### src/rtl/config_write_arbiter.sv
// config_write_arbiter: per-source word FIFOs (USB, JTAG) feeding the eFPGA
// configuration port. One source owns the port at a time; words from the
// owner go out as single-cycle strobes spaced by at least STROBE_GAP idle
// cycles. Ownership is dropped after RELEASE_TIMEOUT empty cycles.
// Optional macro CFG_ARB_PREEMPT_EN: a pending JTAG word preempts USB ownership.
module config_write_arbiter #(
  parameter int FIFO_DEPTH      = 4,
  parameter int STROBE_GAP      = 2,
  parameter int RELEASE_TIMEOUT = 16
) (
  input  logic        clk_system_i,
  input  logic        reset_i,
  input  logic [31:0] usb_write_data_i,
  input  logic        usb_write_strobe_i,
  input  logic [31:0] jtag_write_data_i,
  input  logic        jtag_write_strobe_i,
  input  logic        jtag_active_i,
  output logic [31:0] efpga_write_data_o,
  output logic        efpga_write_strobe_o,
  output logic [1:0]  owner_o,
  output logic [1:0]  overflow_o,
  output logic        busy_o
);

  localparam int AW = $clog2(FIFO_DEPTH);
  localparam int TW = $clog2(RELEASE_TIMEOUT + 1);

  // Encoding doubles as the owner_o code.
  typedef enum logic [1:0] {
    IDLE     = 2'b00,
    OWN_USB  = 2'b01,
    OWN_JTAG = 2'b10
  } state_t;

  state_t          r_state;
  state_t          w_state_next;
  logic [TW-1:0]   r_timeout;
  logic [TW-1:0]   w_timeout_next;
  logic [3:0]      r_gap;
  logic [31:0]     r_data;
  logic            r_strobe;
  logic [1:0]      r_overflow;

  // Index 0 = USB, index 1 = JTAG.
  logic [1:0]       w_push;
  logic [1:0]       w_pop;
  logic [1:0]       w_empty;
  logic [1:0]       w_drop;
  logic [1:0][31:0] w_wdata;
  logic [1:0][31:0] w_rdata;
  logic             w_emit;
  logic             w_owner_empty;
  logic             w_owner_push;

  // JTAG words only count while the TAP is active.
  assign w_push  = {jtag_write_strobe_i & jtag_active_i, usb_write_strobe_i};
  assign w_wdata = {jtag_write_data_i, usb_write_data_i};

  genvar gi;
  generate
    for (gi = 0; gi < 2; gi++) begin : g_fifo
      logic [31:0] r_mem [FIFO_DEPTH];
      logic [AW:0] r_wr_ptr;
      logic [AW:0] r_rd_ptr;
      logic        w_full;
      logic        w_accept;

      assign w_empty[gi] = (r_wr_ptr == r_rd_ptr);
      assign w_full      = (r_wr_ptr[AW] != r_rd_ptr[AW]) &&
                           (r_wr_ptr[AW-1:0] == r_rd_ptr[AW-1:0]);
      // A full FIFO still takes a word if it frees a slot in the same cycle.
      assign w_accept    = w_push[gi] && (!w_full || w_pop[gi]);
      assign w_drop[gi]  = w_push[gi] && w_full && !w_pop[gi];
      assign w_rdata[gi] = r_mem[r_rd_ptr[AW-1:0]];

      // Read/write pointers with wrap bit; reset flushes the FIFO.
      always_ff @(posedge clk_system_i) begin
        if (reset_i) begin
          r_wr_ptr <= '0;
          r_rd_ptr <= '0;
        end else begin
          if (w_accept) r_wr_ptr <= r_wr_ptr + {{AW{1'b0}}, 1'b1};
          if (w_pop[gi]) r_rd_ptr <= r_rd_ptr + {{AW{1'b0}}, 1'b1};
        end
      end

      // Storage array; contents are don't-care once pointers are reset.
      always_ff @(posedge clk_system_i) begin
        if (w_accept) r_mem[r_wr_ptr[AW-1:0]] <= w_wdata[gi];
      end
    end
  endgenerate

  assign w_owner_empty = (r_state == OWN_JTAG) ? w_empty[1] : w_empty[0];
  assign w_owner_push  = (r_state == OWN_JTAG) ? w_push[1]  : w_push[0];

  // Emission only from a granted state, so a grant costs one extra cycle.
  assign w_emit   = (r_state != IDLE) && !w_owner_empty && (r_gap == 4'd0);
  assign w_pop[0] = w_emit && (r_state == OWN_USB);
  assign w_pop[1] = w_emit && (r_state == OWN_JTAG);

  // State and release-timeout registers.
  always_ff @(posedge clk_system_i) begin
    if (reset_i) begin
      r_state   <= IDLE;
      r_timeout <= '0;
    end else begin
      r_state   <= w_state_next;
      r_timeout <= w_timeout_next;
    end
  end

  // Grant in IDLE (JTAG first); release after a full run of empty cycles.
  always_comb begin
    w_state_next   = r_state;
    w_timeout_next = r_timeout;
    case (r_state)
      IDLE: begin
        w_timeout_next = '0;
        if (!w_empty[1])      w_state_next = OWN_JTAG;
        else if (!w_empty[0]) w_state_next = OWN_USB;
      end
      OWN_USB, OWN_JTAG: begin
        if (w_owner_push || !w_owner_empty) begin
          w_timeout_next = '0;
        end else if (r_timeout == TW'(RELEASE_TIMEOUT - 1)) begin
          w_state_next   = IDLE;
          w_timeout_next = '0;
        end else begin
          w_timeout_next = r_timeout + {{(TW-1){1'b0}}, 1'b1};
        end
`ifdef CFG_ARB_PREEMPT_EN
        // A word popped this cycle still goes out; USB words left behind
        // stay queued until JTAG lets go.
        if ((r_state == OWN_USB) && !w_empty[1] && jtag_active_i) begin
          w_state_next   = OWN_JTAG;
          w_timeout_next = '0;
        end
`endif
      end
      default: begin
        w_state_next   = IDLE;
        w_timeout_next = '0;
      end
    endcase
  end

  // Gap counter: loaded on each pop, counts down to zero.
  always_ff @(posedge clk_system_i) begin
    if (reset_i)             r_gap <= 4'd0;
    else if (w_emit)         r_gap <= 4'(STROBE_GAP);
    else if (r_gap != 4'd0)  r_gap <= r_gap - 4'd1;
  end

  // Output word register (holds between strobes) and one-cycle strobe.
  always_ff @(posedge clk_system_i) begin
    if (reset_i) begin
      r_data   <= '0;
      r_strobe <= 1'b0;
    end else begin
      r_strobe <= w_emit;
      if (w_emit) r_data <= (r_state == OWN_JTAG) ? w_rdata[1] : w_rdata[0];
    end
  end

  // Sticky drop flags.
  always_ff @(posedge clk_system_i) begin
    if (reset_i) r_overflow <= 2'b00;
    else         r_overflow <= r_overflow | w_drop;
  end

  assign efpga_write_data_o   = r_data;
  assign efpga_write_strobe_o = r_strobe;
  assign owner_o              = r_state;
  assign overflow_o           = r_overflow;
  assign busy_o               = (~w_empty != 2'b00) || (r_state != IDLE);

endmodule
### config.mk
export PLATFORM = sky130hd
export DESIGN_NAME = config_write_arbiter
export DESIGN_NICKNAME = d
export VERILOG_FILES = /design/src/rtl/config_write_arbiter.sv
export SDC_FILE = /design/constraint.sdc
export NUM_CORES = 1
export LEC_CHECK = 0
export ABC_AREA = 1
export CAP_MARGIN = 20
export CELL_PAD_IN_SITES_DETAIL_PLACEMENT = 0
export CELL_PAD_IN_SITES_GLOBAL_PLACEMENT = 1
export CORE_UTILIZATION = 51
export DETAILED_ROUTE_END_ITERATION = 6
export HOLD_SLACK_MARGIN = 0.06
export PLACE_DENSITY = 0.84
export SLEW_MARGIN = 0
export SYNTH_ARGS = -nofsm -noshare
export SYNTH_HDL_FRONTEND = slang
export SYNTH_SLANG_ARGS = --single-unit
### constraint.sdc
create_clock -name clk_system_i -period 7.4 [get_ports clk_system_i]
set_input_delay 2.22 -clock clk_system_i [delete_from_list [all_inputs] [get_ports clk_system_i]]
set_output_delay 2.22 -clock clk_system_i [all_outputs]
set_load 0.02 [all_outputs]
==> reports/results.ini, run 1 <==
[sta]
finalSetupViolations = 0
finalCriticalPeriod_ns = 4.397
post-route-period-util_pct = 59.42
final-hold-violation-count = 0
fmaxAchievable_ghz = 0.2274
timing.slew.headroom_pct = 40.28
report.final.slew_viol_count = 0
rsz0062_at_grt = no
timing_worst_slew_pin_value_ns = 0.8946
finalSetupTns_ns = 0
final.setup_skew_ns = 0.01132

[final_layout]
antennaDiodeCount = 0
fill_cells = 1880
post_route_cells_drive_above_1_share_pct = 8.432
nNetsFinal = 1164
final-instance-count-excl-fill = 1427
post-route-util_pct = 61.82
areaGrowthSynthToFinish_pct = 19.24

[critical_path]
worst_ep_required_time_ns = 5.18
arrival_ns = 2.18
slowest_stage = sky130_fd_sc_hd__clkdlybuf4s50_1
crit_start = g_fifo[1].r_wr_ptr[0]$_SDFFE_PP0P_
rr_startpoint = owner_o[0]$_SDFFE_PP0P_
path_cells = xnor2_1 > nand3_2 > inv_1 > nand2_1 > nor2_1 > inv_1 > clkdlybuf4s50_1
crit_path_start_kind = register
critical-path-max-stage-delay_ns = 0.52
buf_inv_on_cp = 3
critical_path.most_common_cell = sky130_fd_sc_hd__inv_1
setup.worst_path.class = register to primary output
cp_top_family = buffers and inverters
worst-path-max-fanout = 6
crit_end_element = primary output

[placement]
place_congestion = 0.8228
port-buffer-count = 106
numPlacedInstances = 1367
place_hpwl_microns = 14860

[clock_tree]
cts_hold_repair.buffers = 0
clock_sinks = 318
worst_skew_pair.late_latency_ns = 0.57
cts_root_buf = sky130_fd_sc_hd__clkbuf_16
clock_tree_from_tritoncts = built
post_cts.repair.setup_buffers = 0
cts_max_path_buffers = 3
clock_transition_at_the_registers_of_the_reported_paths_ns = 0.06
postCtsResizedCells = 0
cts-htree-levels = 1
cts-buffers-inserted = 31

[global_routing]
first_global_vias = 7268
number_of_antenna_violations_at_the_first_check_in_global_routing = 0
grtUsageTotal_pct = 20.08
wire_length_of_the_first_global_routing_pass_microns = 38970
pin_count_of_the_biggest_net_entering_global_routing = 97
grt-ovfl-total = 0

[routing]
postRouteAntennaNets = 0
routed_via_density = 5.413
routed_wl_microns = 25550
drc = 0
first_iter_violations = 588
routed_wire_length_per_instance_microns = 17.91
router_iterations_before_antenna_repair = 5
dr_total_vias = 7725

[die]
die_height_microns = 158.8
initial_core_util_pct = 51.84
floorplan.rows = 57
die_w_microns = 158.8
floorplan.core_area_sq_mm = 0.02418
dieArea_sq_mm = 0.02521
ios = 107

[yosys]
postSynthCellCount = 981
synthesis.area_sq_mm = 0.01253
synth_top_cell_by_area = sky130_fd_sc_hd__edfxtp_1
synthesis.yosys.warnings = 0
ys_top_cells_by_area = sky130_fd_sc_hd__edfxtp_1 (61%), sky130_fd_sc_hd__dfxtp_1 (9.9%), sky130_fd_sc_hd__nand2_1 (4.0%), sky130_fd_sc_hd__a21oi_1 (3.0%), sky130_fd_sc_hd__o21ai_0 (2.9%)
synth.ff_latch_count = 318
synthDistinctLibCells = 34
synthDominantCellAreaShare_pct = 61.33
syn_avg_cell_area_sq_um = 12.78
synth.yosys.seq_area_share_pct = 71.23
synth.net_count = 1067

[pwr]
report.power.total_uw = 4280
leakage_uw = 0.005166
pwr_cell_area_mw_per_mm2 = 286.4
worst_ir_drop_vdd_mv = 0.2069

[run]
max_cap_violations = 0

[hold_path]
timing.hold.worst.class = register to register
holdCritStartpoint = r_timeout[0]$_SDFF_PP0_

[outcome]
status = completed

stage by stage:
stage	worst slack, ns	area [sq um]	hold WS (ns)
after floorplan	2.839	12530	0.4176
final	3.003	14950	0.4534
after CTS	2.967	14900	0.4608
after global routing	2.799	14950	0.4833
after global placement	3.084	13850	0.4308
after detailed placement	3.029	13850	0.4470
worst paths after layout:
kind                                 endpoint  slack, ns  depth (start not counted)
min reg2reg           r_timeout[0]$_SDFF_PP0_       0.45                          1
min                   r_timeout[0]$_SDFF_PP0_       0.45                          1
max reg2reg  g_fifo[1].r_mem[2][21]$_DFFE_PP_       4.38                         10
max                                    busy_o       3.00                          7
cell families (layout without fill, tap and decap cells):
group / after synthesis / in the layout / synth area share, %
AOI/OAI and AO/OA: 247 / 247 / 11.64
and+or+nand+nor: 229 / 229 / 7.906
adders and majority gates: 17 / 17 / 1.697
xor gates and xnor gates: 7 / 7 / 0.4891
buffers and inverters: 131 / 253 / 4.482
muxes: 32 / 32 / 2.555
DFF: 318 / 318 / 71.23
routing by layer:
layer / up-vias / GRT usage (%) / share of wire, %
li1: 3758 / - / -
met1: 3735 / 26.92 / 43
met2: 194 / 34.33 / 49
met3: 38 / 2.743 / 4.7
met4: 0 / 5.472 / 2.4
met5: - / 0 / 0
report_power, final:
part	switching, uW	leakage, uW	internal [uW]
Sequential	52.2	0.00284	2030
Combinational	390	0.00181	224
Clock	648	0.000516	933
Total	1090	0.00517	3190
synth_stat cells:
library cell               number
sky130_fd_sc_hd__a32oi_1       32
sky130_fd_sc_hd__buf_1          5
sky130_fd_sc_hd__a31oi_1        2
sky130_fd_sc_hd__edfxtp_1     256
sky130_fd_sc_hd__o21ai_2        3
sky130_fd_sc_hd__mux2i_1       32
sky130_fd_sc_hd__nand2_1      135
sky130_fd_sc_hd__inv_1         71
sky130_fd_sc_hd__inv_2          3
sky130_fd_sc_hd__nor2_4         1
sky130_fd_sc_hd__nand3_2        1
sky130_fd_sc_hd__nor3_1         1
sky130_fd_sc_hd__nand4_2        1
sky130_fd_sc_hd__buf_2         12
sky130_fd_sc_hd__nand2_4        3
sky130_fd_sc_hd__o21ai_1       26
sky130_fd_sc_hd__dfxtp_1       62
sky130_fd_sc_hd__clkbuf_1      32
sky130_fd_sc_hd__o211ai_1      33
sky130_fd_sc_hd__nand3_1       43
sky130_fd_sc_hd__nand2_2        4
sky130_fd_sc_hd__ha_1          17
sky130_fd_sc_hd__nand4_4        1
sky130_fd_sc_hd__nor2_1        38
sky130_fd_sc_hd__a221oi_1       1
sky130_fd_sc_hd__nor3b_1        1
sky130_fd_sc_hd__buf_4          2
sky130_fd_sc_hd__xnor2_1        2
sky130_fd_sc_hd__xor2_1         5
sky130_fd_sc_hd__a211oi_1       1
sky130_fd_sc_hd__clkbuf_8       1
sky130_fd_sc_hd__o21ai_0       73
sky130_fd_sc_hd__a21oi_1       76
sky130_fd_sc_hd__buf_6          5
flip-flops by register name, summed over array words and instances (netlist names), named ones only:
name	count
efpga_write_strobe_o	1
owner_o	2
r_timeout	5
efpga_write_data_o	32
g_fifo.r_mem	256
overflow_o	2
r_gap	4
g_fifo.r_rd_ptr	6
g_fifo.r_wr_ptr	6
layout make-up:
class	instances	area [sq um]	area share [%]
clock buffer	34	817.0	5.467
clock inverter	24	229.0	1.532
inverter	74	277.8	1.859
multi-input combinational	532	3075	20.58
sequential	318	8935	59.78
tap	324	405.4	2.712
timing repair buffer	121	1206	8.070
cell usage in the layout (no fill, tap or decap), drive strengths merged:
master         instances
o211ai                33
xor2                   5
nor2                  39
mux2i                 32
clkinv                17
nor3b                  1
o21ai                102
clkbuf                34
a32oi                 32
ha                    17
inv                   75
a21oi                 76
edfxtp               256
a31oi                  2
nand3                 44
a211oi                 1
a221oi                 1
nand2                142
dfxtp                 62
buf                   15
clkinvlp               2
bufinv                 4
nand4                  2
nor3                   1
clkdlybuf4s50        106
xnor2                  2
Power figures use the tool's default switching activity.
==> inputs of run 2 (changes only) <==
--- a/config.mk
+++ b/config.mk
@@ -9,10 +9,10 @@
 export CAP_MARGIN = 20
 export CELL_PAD_IN_SITES_DETAIL_PLACEMENT = 0
 export CELL_PAD_IN_SITES_GLOBAL_PLACEMENT = 1
-export CORE_UTILIZATION = 51
+export CORE_UTILIZATION = 43
 export DETAILED_ROUTE_END_ITERATION = 6
 export HOLD_SLACK_MARGIN = 0.06
-export PLACE_DENSITY = 0.84
+export PLACE_DENSITY = 0.75
 export SLEW_MARGIN = 0
 export SYNTH_ARGS = -nofsm -noshare
 export SYNTH_HDL_FRONTEND = slang
==> constraint.sdc (replaced) <==
create_clock -name clk_system_i -period 3.9 [get_ports clk_system_i]
set_input_delay 1.17 -clock clk_system_i [delete_from_list [all_inputs] [get_ports clk_system_i]]
set_output_delay 1.17 -clock clk_system_i [all_outputs]
set_load 0.02 [all_outputs]
==> run 2 against run 1 <==
Compared with the run above:
- highest routed layer is now met5
- sequential share of layout area down 0.49 points
- sequential power up 91%
- largest power group unchanged
- clock skew up 0.0099 ns
- critical path depth unchanged
- global-route usage down 1.7 points
- combinational power up 91%
- via count up 0.26%
- first-iteration DRC count down 0.51%
- cell count up 4.8%
- worst hold slack worse by 0.0026 ns
- flip-flop and latch count unchanged
- worst setup slack worse by 2.4 ns
==> reports/results.ini, run 2 (synthesis results as in run 1) <==
[sta]
timing.slew.headroom_pct = 48.75  ; was 40.28%
final.setup_skew_ns = 0.02120  ; was 0.01132 ns
rsz0062_at_grt = no  ; unchanged
fmaxAchievable_ghz = 0.3040
finalSetupTns_ns = 0  ; unchanged
post-route-period-util_pct = 84.35
report.final.slew_viol_count = 0  ; unchanged
finalSetupViolations = 0  ; unchanged
final-hold-violation-count = 0  ; unchanged
timing_worst_slew_pin_value_ns = 0.7676  ; was 0.8946 ns
finalCriticalPeriod_ns = 3.290

[critical_path]
critical-path-max-stage-delay_ns = 0.53  ; was 0.52 ns
slowest_stage = sky130_fd_sc_hd__clkdlybuf4s50_1  ; unchanged
crit_end_element = primary output  ; unchanged
arrival_ns = 2.12  ; was 2.18 ns
setup.worst_path.class = register to primary output  ; unchanged
crit_start = g_fifo[1].r_wr_ptr[0]$_SDFFE_PP0P_  ; unchanged
reg2reg_depth = 9  ; was 10
critical_path.most_common_cell = sky130_fd_sc_hd__inv_1  ; unchanged
crit_path_start_kind = register  ; unchanged
worst-path-max-fanout = 6  ; unchanged
rr_startpoint = r_gap[0]$_SDFFE_PP0P_  ; was owner_o[0]$_SDFFE_PP0P_
path_cells = xnor2_1 > nand3_2 > inv_1 > nand2_1 > nor2_1 > inv_1 > clkdlybuf4s50_1  ; unchanged
worst_ep_required_time_ns = 2.73  ; was 5.18 ns

[pwr]
share_clk_of_total_power_pct = 38.2  ; was 36.9%
report.power.total_uw = 8302  ; was 4280 uW
power_report.internal_total_uw = 6168  ; was 3190 uW
switching_power_total_uw = 2134  ; was 1090 uW
leakage_uw = 0.005190  ; was 0.005166 uW
p_seq_share_pct = 47.8  ; was 48.7%
pwr_cell_area_mw_per_mm2 = 551.0  ; was 286.4 mW/mm^2
share_comb_of_total_power_pct = 14.0  ; was 14.3%
worst_ir_drop_vdd_mv = 0.3072  ; was 0.2069 mV
swShare_pct = 25.70  ; was 25.47%

[global_routing]
grtUsageTotal_pct = 18.37  ; was 20.08%
grt-ovfl-total = 0  ; unchanged
first_global_vias = 7499  ; was 7,268
wire_length_of_the_first_global_routing_pass_microns = 42480  ; was 38,970 microns
pin_count_of_the_biggest_net_entering_global_routing = 65  ; was 97
number_of_antenna_violations_at_the_first_check_in_global_routing = 1  ; was 0

[routing]
route.met3.wl_microns = 1515  ; was 1199 microns
detailroute.wirelength.met2_microns = 13160  ; was 12,640 microns
routed_via_density = 5.181  ; was 5.413
postRouteAntennaNets = 0  ; unchanged
routed_wl_microns = 27290  ; was 25,550 microns
routed_wire_length_per_instance_microns = 18.25  ; was 17.91 microns
met1_length_microns = 11980  ; was 11,100 microns
router_iterations_before_antenna_repair = 6  ; was 5
drc = 0  ; unchanged
highest_metal_used = met5  ; was met4
first_iter_violations = 585  ; was 588
dr_total_vias = 7745  ; was 7,725

[clock_tree]
cts_root_buf = sky130_fd_sc_hd__clkbuf_16  ; unchanged
worst_skew_pair.late_latency_ns = 0.51  ; was 0.57 ns
cts_max_path_buffers = 3  ; unchanged
clock_sinks = 318  ; unchanged
postCtsResizedCells = 0  ; unchanged
cts-buffers-inserted = 35  ; was 31
clock_transition_at_the_registers_of_the_reported_paths_ns = 0.06  ; about the same
clock_tree_from_tritoncts = built  ; unchanged
cts-htree-levels = 2  ; was 1
cts_hold_repair.buffers = 0  ; unchanged
post_cts.repair.setup_buffers = 0  ; unchanged

[die]
floorplan.core_area_sq_mm = 0.02870  ; was 0.02418 sq mm
die_w_microns = 172.7  ; was 158.8 microns
floorplan.rows = 62  ; was 57
ios = 107  ; unchanged
die_height_microns = 172.7  ; was 158.8 microns
initial_core_util_pct = 43.67  ; was 51.84%
dieArea_sq_mm = 0.02984  ; was 0.02521 sq mm

[placement]
port-buffer-count = 106  ; unchanged
place_hpwl_microns = 16830  ; was 14,860 microns
place_congestion = 0.7896  ; was 0.8228

[final_layout]
largest_register_ffs = 256  ; unchanged
mostFrequentLayoutCell = sky130_fd_sc_hd__edfxtp_1  ; unchanged
nNetsFinal = 1170  ; was 1,164
post_route_cells_drive_above_1_share_pct = 8.461  ; was 8.432%
final_cell_mix = sky130_fd_sc_hd__edfxtp_1 (256), sky130_fd_sc_hd__nand2_1 (135), sky130_fd_sc_hd__clkdlybuf4s50_1 (106), sky130_fd_sc_hd__a21oi_1 (75), sky130_fd_sc_hd__o21ai_0 (73)  ; unchanged
areaGrowthSynthToFinish_pct = 20.21  ; was 19.24%
antennaDiodeCount = 0  ; unchanged

[hold_path]
holdCritStartpoint = r_timeout[0]$_SDFF_PP0_  ; unchanged
whs_path_depth = 1  ; unchanged
timing.hold.worst.class = register to register  ; unchanged

[run]
max_cap_violations = 0  ; unchanged

[outcome]
status = completed  ; unchanged

==> run 2: critical path, delay by kind of cell (launching register included) <==
kind / cells / cell delay (ns)
buffers and inverters: 3 / 0.70
flip-flops: 1 / 0.44
AND/OR/NAND/NOR: 3 / 0.31
XOR/XNOR: 1 / 0.18
==> run 2: area by class of cell <==
class	instances	area [sq um]
repair buffers	123	1189
clock inverters	13	133.9
multi-input cells	532	3075
fillers	2499	13630
inverters	74	277.8
flip-flops and latches	318	8935
well taps	384	480.5
clock buffers	51	977.2
==> run 2: routing by layer <==
metal / up-vias / track usage, %
li1: 3768 / -
met1: 3727 / 24.43
met2: 202 / 30.51
met3: 46 / 3.716
met4: 2 / 5.420
met5: - / 0
==> run 2: worst paths after layout <==
path	slack, ns	end
worst max-delay path	0.61	busy_o
worst min-delay path	0.45	r_timeout[0]$_SDFF_PP0_
worst max register to register	1.36	g_fifo[1].r_mem[0][6]$_DFFE_PP_
worst min register to register	0.45	r_timeout[0]$_SDFF_PP0_
==> run 2: metrics by stage <==
stage | hold slack [ns] | utilization (%) | std cells | area (sq um) | worst slack, ns
finish | 0.4508 | 52.50 | 1495 | 15070 | 0.6102
global route | 0.4803 | 52.50 | 1495 | 15070 | 0.4208
CTS | 0.4525 | 52.50 | 1495 | 15070 | 0.5605
detailed placement | 0.4393 | 48.63 | 1431 | 13960 | 0.9108
global placement | 0.4348 | 48.63 | 1431 | 13960 | 0.9355
floorplan | 0.4176 | - | 981 | 12530 | 0.3889
==> run 2: power groups by stage <==
| stage | Clock [uW] | Combinational, uW | Sequential, uW |
|---|---|---|---|
| 2_1_floorplan | 0 | 685 | 4070 |
| 3_3_place_gp | 0 | 1160 | 4030 |
| 3_5_place_dp | 0 | 1180 | 4040 |
| 4_1_cts | 3230 | 1190 | 3970 |
| 5_1_grt | 3370 | 1300 | 3990 |
| 6_report | 3170 | 1170 | 3970 |
==> inputs of run 3 (changes only) <==
--- a/config.mk
+++ b/config.mk
@@ -9,10 +9,10 @@
 export CAP_MARGIN = 20
 export CELL_PAD_IN_SITES_DETAIL_PLACEMENT = 0
 export CELL_PAD_IN_SITES_GLOBAL_PLACEMENT = 1
-export CORE_UTILIZATION = 43
+export CORE_UTILIZATION = 47
 export DETAILED_ROUTE_END_ITERATION = 6
 export HOLD_SLACK_MARGIN = 0.06
-export PLACE_DENSITY = 0.75
+export PLACE_DENSITY = 0.78
 export SLEW_MARGIN = 0
 export SYNTH_ARGS = -nofsm -noshare
 export SYNTH_HDL_FRONTEND = slang
==> constraint.sdc (replaced) <==
create_clock -name clk_system_i -period 3.1 [get_ports clk_system_i]
set_input_delay 0.93 -clock clk_system_i [delete_from_list [all_inputs] [get_ports clk_system_i]]
set_output_delay 0.93 -clock clk_system_i [all_outputs]
set_load 0.02 [all_outputs]
==> run 3 against run 2 <==
Compared with the run above:
- highest routed layer is now met4
- critical endpoint unchanged
- clock skew decreased by 0.0021 ns
- wire length decreased by 0.99%
- count of clock-buffer cells in the layout decreased by 2
- the run now ends with design-rule violations left
==> reports/results.ini, run 3 (synthesis results as in run 1) <==
[sta]
post-route-period-util_pct = 86.80
finalCriticalPeriod_ns = 2.691
timing.slew.headroom_pct = 52.89  ; was 48.75%
final-hold-violation-count = 0  ; unchanged
timing_worst_slew_pin_value_ns = 0.7066  ; was 0.7676 ns
final.setup_skew_ns = 0.01910  ; was 0.02120 ns
fin_hold_ws_ns = 0.4543  ; was 0.4508 ns
fmaxAchievable_ghz = 0.3716
finalSetupViolations = 0  ; unchanged
rsz0062_at_grt = no  ; unchanged
report.final.slew_viol_count = 0  ; unchanged

[die]
die_height_microns = 165.3  ; was 172.7 microns
ios = 107  ; unchanged
floorplan.core_area_sq_mm = 0.02613  ; was 0.02870 sq mm
initial_core_util_pct = 47.97  ; was 43.67%
dieArea_sq_mm = 0.02733  ; was 0.02984 sq mm
floorplan.rows = 59  ; was 62
die_w_microns = 165.3  ; was 172.7 microns

[routing]
first_iter_violations = 614  ; was 585
postRouteAntennaNets = 0  ; unchanged
dr_total_vias = 7777  ; was 7,745
routed_wire_length_per_instance_microns = 18.63  ; was 18.25 microns
routed_via_density = 5.363  ; was 5.181
drc = 10  ; was 0
router_iterations_before_antenna_repair = 7  ; was 6
routed_wl_microns = 27020  ; was 27,290 microns

[clock_tree]
cts-buffers-inserted = 34  ; was 35
cts_root_buf = sky130_fd_sc_hd__clkbuf_16  ; unchanged
clock_transition_at_the_registers_of_the_reported_paths_ns = 0.06  ; about the same
clock_tree_from_tritoncts = built  ; unchanged
cts_max_path_buffers = 3  ; unchanged
cts-htree-levels = 2  ; unchanged
post_cts.repair.setup_buffers = 0  ; unchanged
worst_skew_pair.late_latency_ns = 0.51  ; about the same
cts_hold_repair.buffers = 0  ; unchanged
postCtsResizedCells = 0  ; unchanged
clock_sinks = 318  ; unchanged

[critical_path]
buf_inv_on_cp = 4  ; was 3
arrival_ns = 1.76  ; was 2.12 ns
r2r_setup_slack_ns = 0.63  ; was 1.36 ns
critical-path-max-stage-delay_ns = 0.35  ; was 0.53 ns
worst_ep_required_time_ns = 2.17  ; was 2.73 ns
crit_path_start_kind = register  ; unchanged
slowest_stage = sky130_fd_sc_hd__dfxtp_1  ; was sky130_fd_sc_hd__clkdlybuf4s50_1
worst-path-max-fanout = 5  ; was 6
crit_end_element = primary output  ; unchanged
path_cells = inv_1 > nand2_1 > nand2_1 > nand3_2 > inv_1 > nand2_1 > nor2_1 > inv_1 > dlymetal6s2s_1  ; was xnor2_1 > nand3_2 > inv_1 > nand2_1 > nor2_1 > inv_1 > clkdlybuf4s50_1
setup.worst_path.class = register to primary output  ; unchanged
cp_top_family = buffers and inverters  ; unchanged

[final_layout]
largest_register_ffs = 256  ; unchanged
areaGrowthSynthToFinish_pct = 20.46  ; was 20.21%
post-route-util_pct = 57.78  ; was 52.50%
final_cell_mix = sky130_fd_sc_hd__edfxtp_1 (256), sky130_fd_sc_hd__nand2_1 (135), sky130_fd_sc_hd__clkdlybuf4s50_1 (105), sky130_fd_sc_hd__a21oi_1 (75), sky130_fd_sc_hd__o21ai_0 (73)  ; was sky130_fd_sc_hd__edfxtp_1 (256), sky130_fd_sc_hd__nand2_1 (135), sky130_fd_sc_hd__clkdlybuf4s50_1 (106), sky130_fd_sc_hd__a21oi_1 (75), sky130_fd_sc_hd__o21ai_0 (73)
seqCellArea_sq_mm = 0.008936  ; was 0.008935 sq mm
post_route_cells_drive_above_1_share_pct = 9.058  ; was 8.461%
final-instance-count-excl-fill = 1450  ; was 1,495
mostFrequentLayoutCell = sky130_fd_sc_hd__edfxtp_1  ; unchanged
nNetsFinal = 1175  ; was 1,170
multiInputGateArea_sq_mm = 0.003075  ; unchanged
antennaDiodeCount = 0  ; unchanged
fill_cells = 2121  ; was 2,499

[global_routing]
number_of_antenna_violations_at_the_first_check_in_global_routing = 0  ; was 1
grt-ovfl-total = 0  ; unchanged
pin_count_of_the_biggest_net_entering_global_routing = 65  ; unchanged
grtUsageTotal_pct = 20.21  ; was 18.37%
wire_length_of_the_first_global_routing_pass_microns = 41430  ; was 42,480 microns
first_global_vias = 7471  ; was 7,499

[run]
max_cap_violations = 0  ; unchanged

[pwr]
worst_ir_drop_vdd_mv = 0.3713  ; was 0.3072 mV
pwr_cell_area_mw_per_mm2 = 678.2  ; was 551.0 mW/mm^2
leakage_uw = 0.005228  ; was 0.005190 uW

[outcome]
status = complete, but fails checks  ; was completed
failed_checks = design-rule violations

[placement]
place_congestion = 0.8547  ; was 0.7896
numPlacedInstances = 1388  ; was 1,431
place_hpwl_microns = 17040  ; was 16,830 microns
port-buffer-count = 106  ; unchanged

[hold_path]
timing.hold.worst.class = register to register  ; unchanged

[run 3: cell count changes in the layout (fill, tap and decap cells not counted), sizes merged, moves of 2 or more]
cell    before  now
inv         76   74
clkbuf      51   49
bufinv       2    0
buf         17   23
clkinv       9   12
[run 3: cell type report]
type / instances / area share (%)
inverter: 74 / 1.840
sequential: 318 / 59.18
clock buffer: 49 / 6.347
clock inverter: 13 / 0.5552
multi-input combinational: 532 / 20.37
tap: 335 / 2.776
timing repair buffer: 129 / 8.933
[run 3: power breakdown]
group / total (uW) / internal (uW) / switching (uW)
combinational: 1500 / 555 / 950
clock: 3750 / 2160 / 1590
sequential: 4980 / 4850 / 130
[run 3: metal layers]
metal	routed length [microns]	vias to the layer above	GRT usage, %
li1	-	3778	-
met5	0	-	0
met3	1445	43	3.571
met2	13280	203	33.55
met1	11750	3753	27.37
met4	543	0	5.537
[run 3: worst paths after layout]
path / end / start / depth (start not counted)
hold / removal: r_timeout[0]$_SDFF_PP0_ / r_timeout[0]$_SDFF_PP0_ / 1
hold reg to reg: r_timeout[0]$_SDFF_PP0_ / r_timeout[0]$_SDFF_PP0_ / 1
setup reg to reg: g_fifo[1].r_mem[3][30]$_DFFE_PP_ / owner_o[0]$_SDFFE_PP0P_ / 10
setup / recovery: busy_o / g_fifo[1].r_wr_ptr[1]$_SDFFE_PP0P_ / 9
[run 3: through the flow]
step	instance area, sq um	total power (uW)	TNS (ns)	setup WS [ns]
after floorplan	12550	5977	-16.17	-0.1264
after global placement	14050	6553	0	0.5241
after detailed placement	14050	6580	0	0.4759
after CTS	15100	10330	0	0.02422
after global routing	15100	10670	0	0.2445
final	15100	10240	0	0.4092
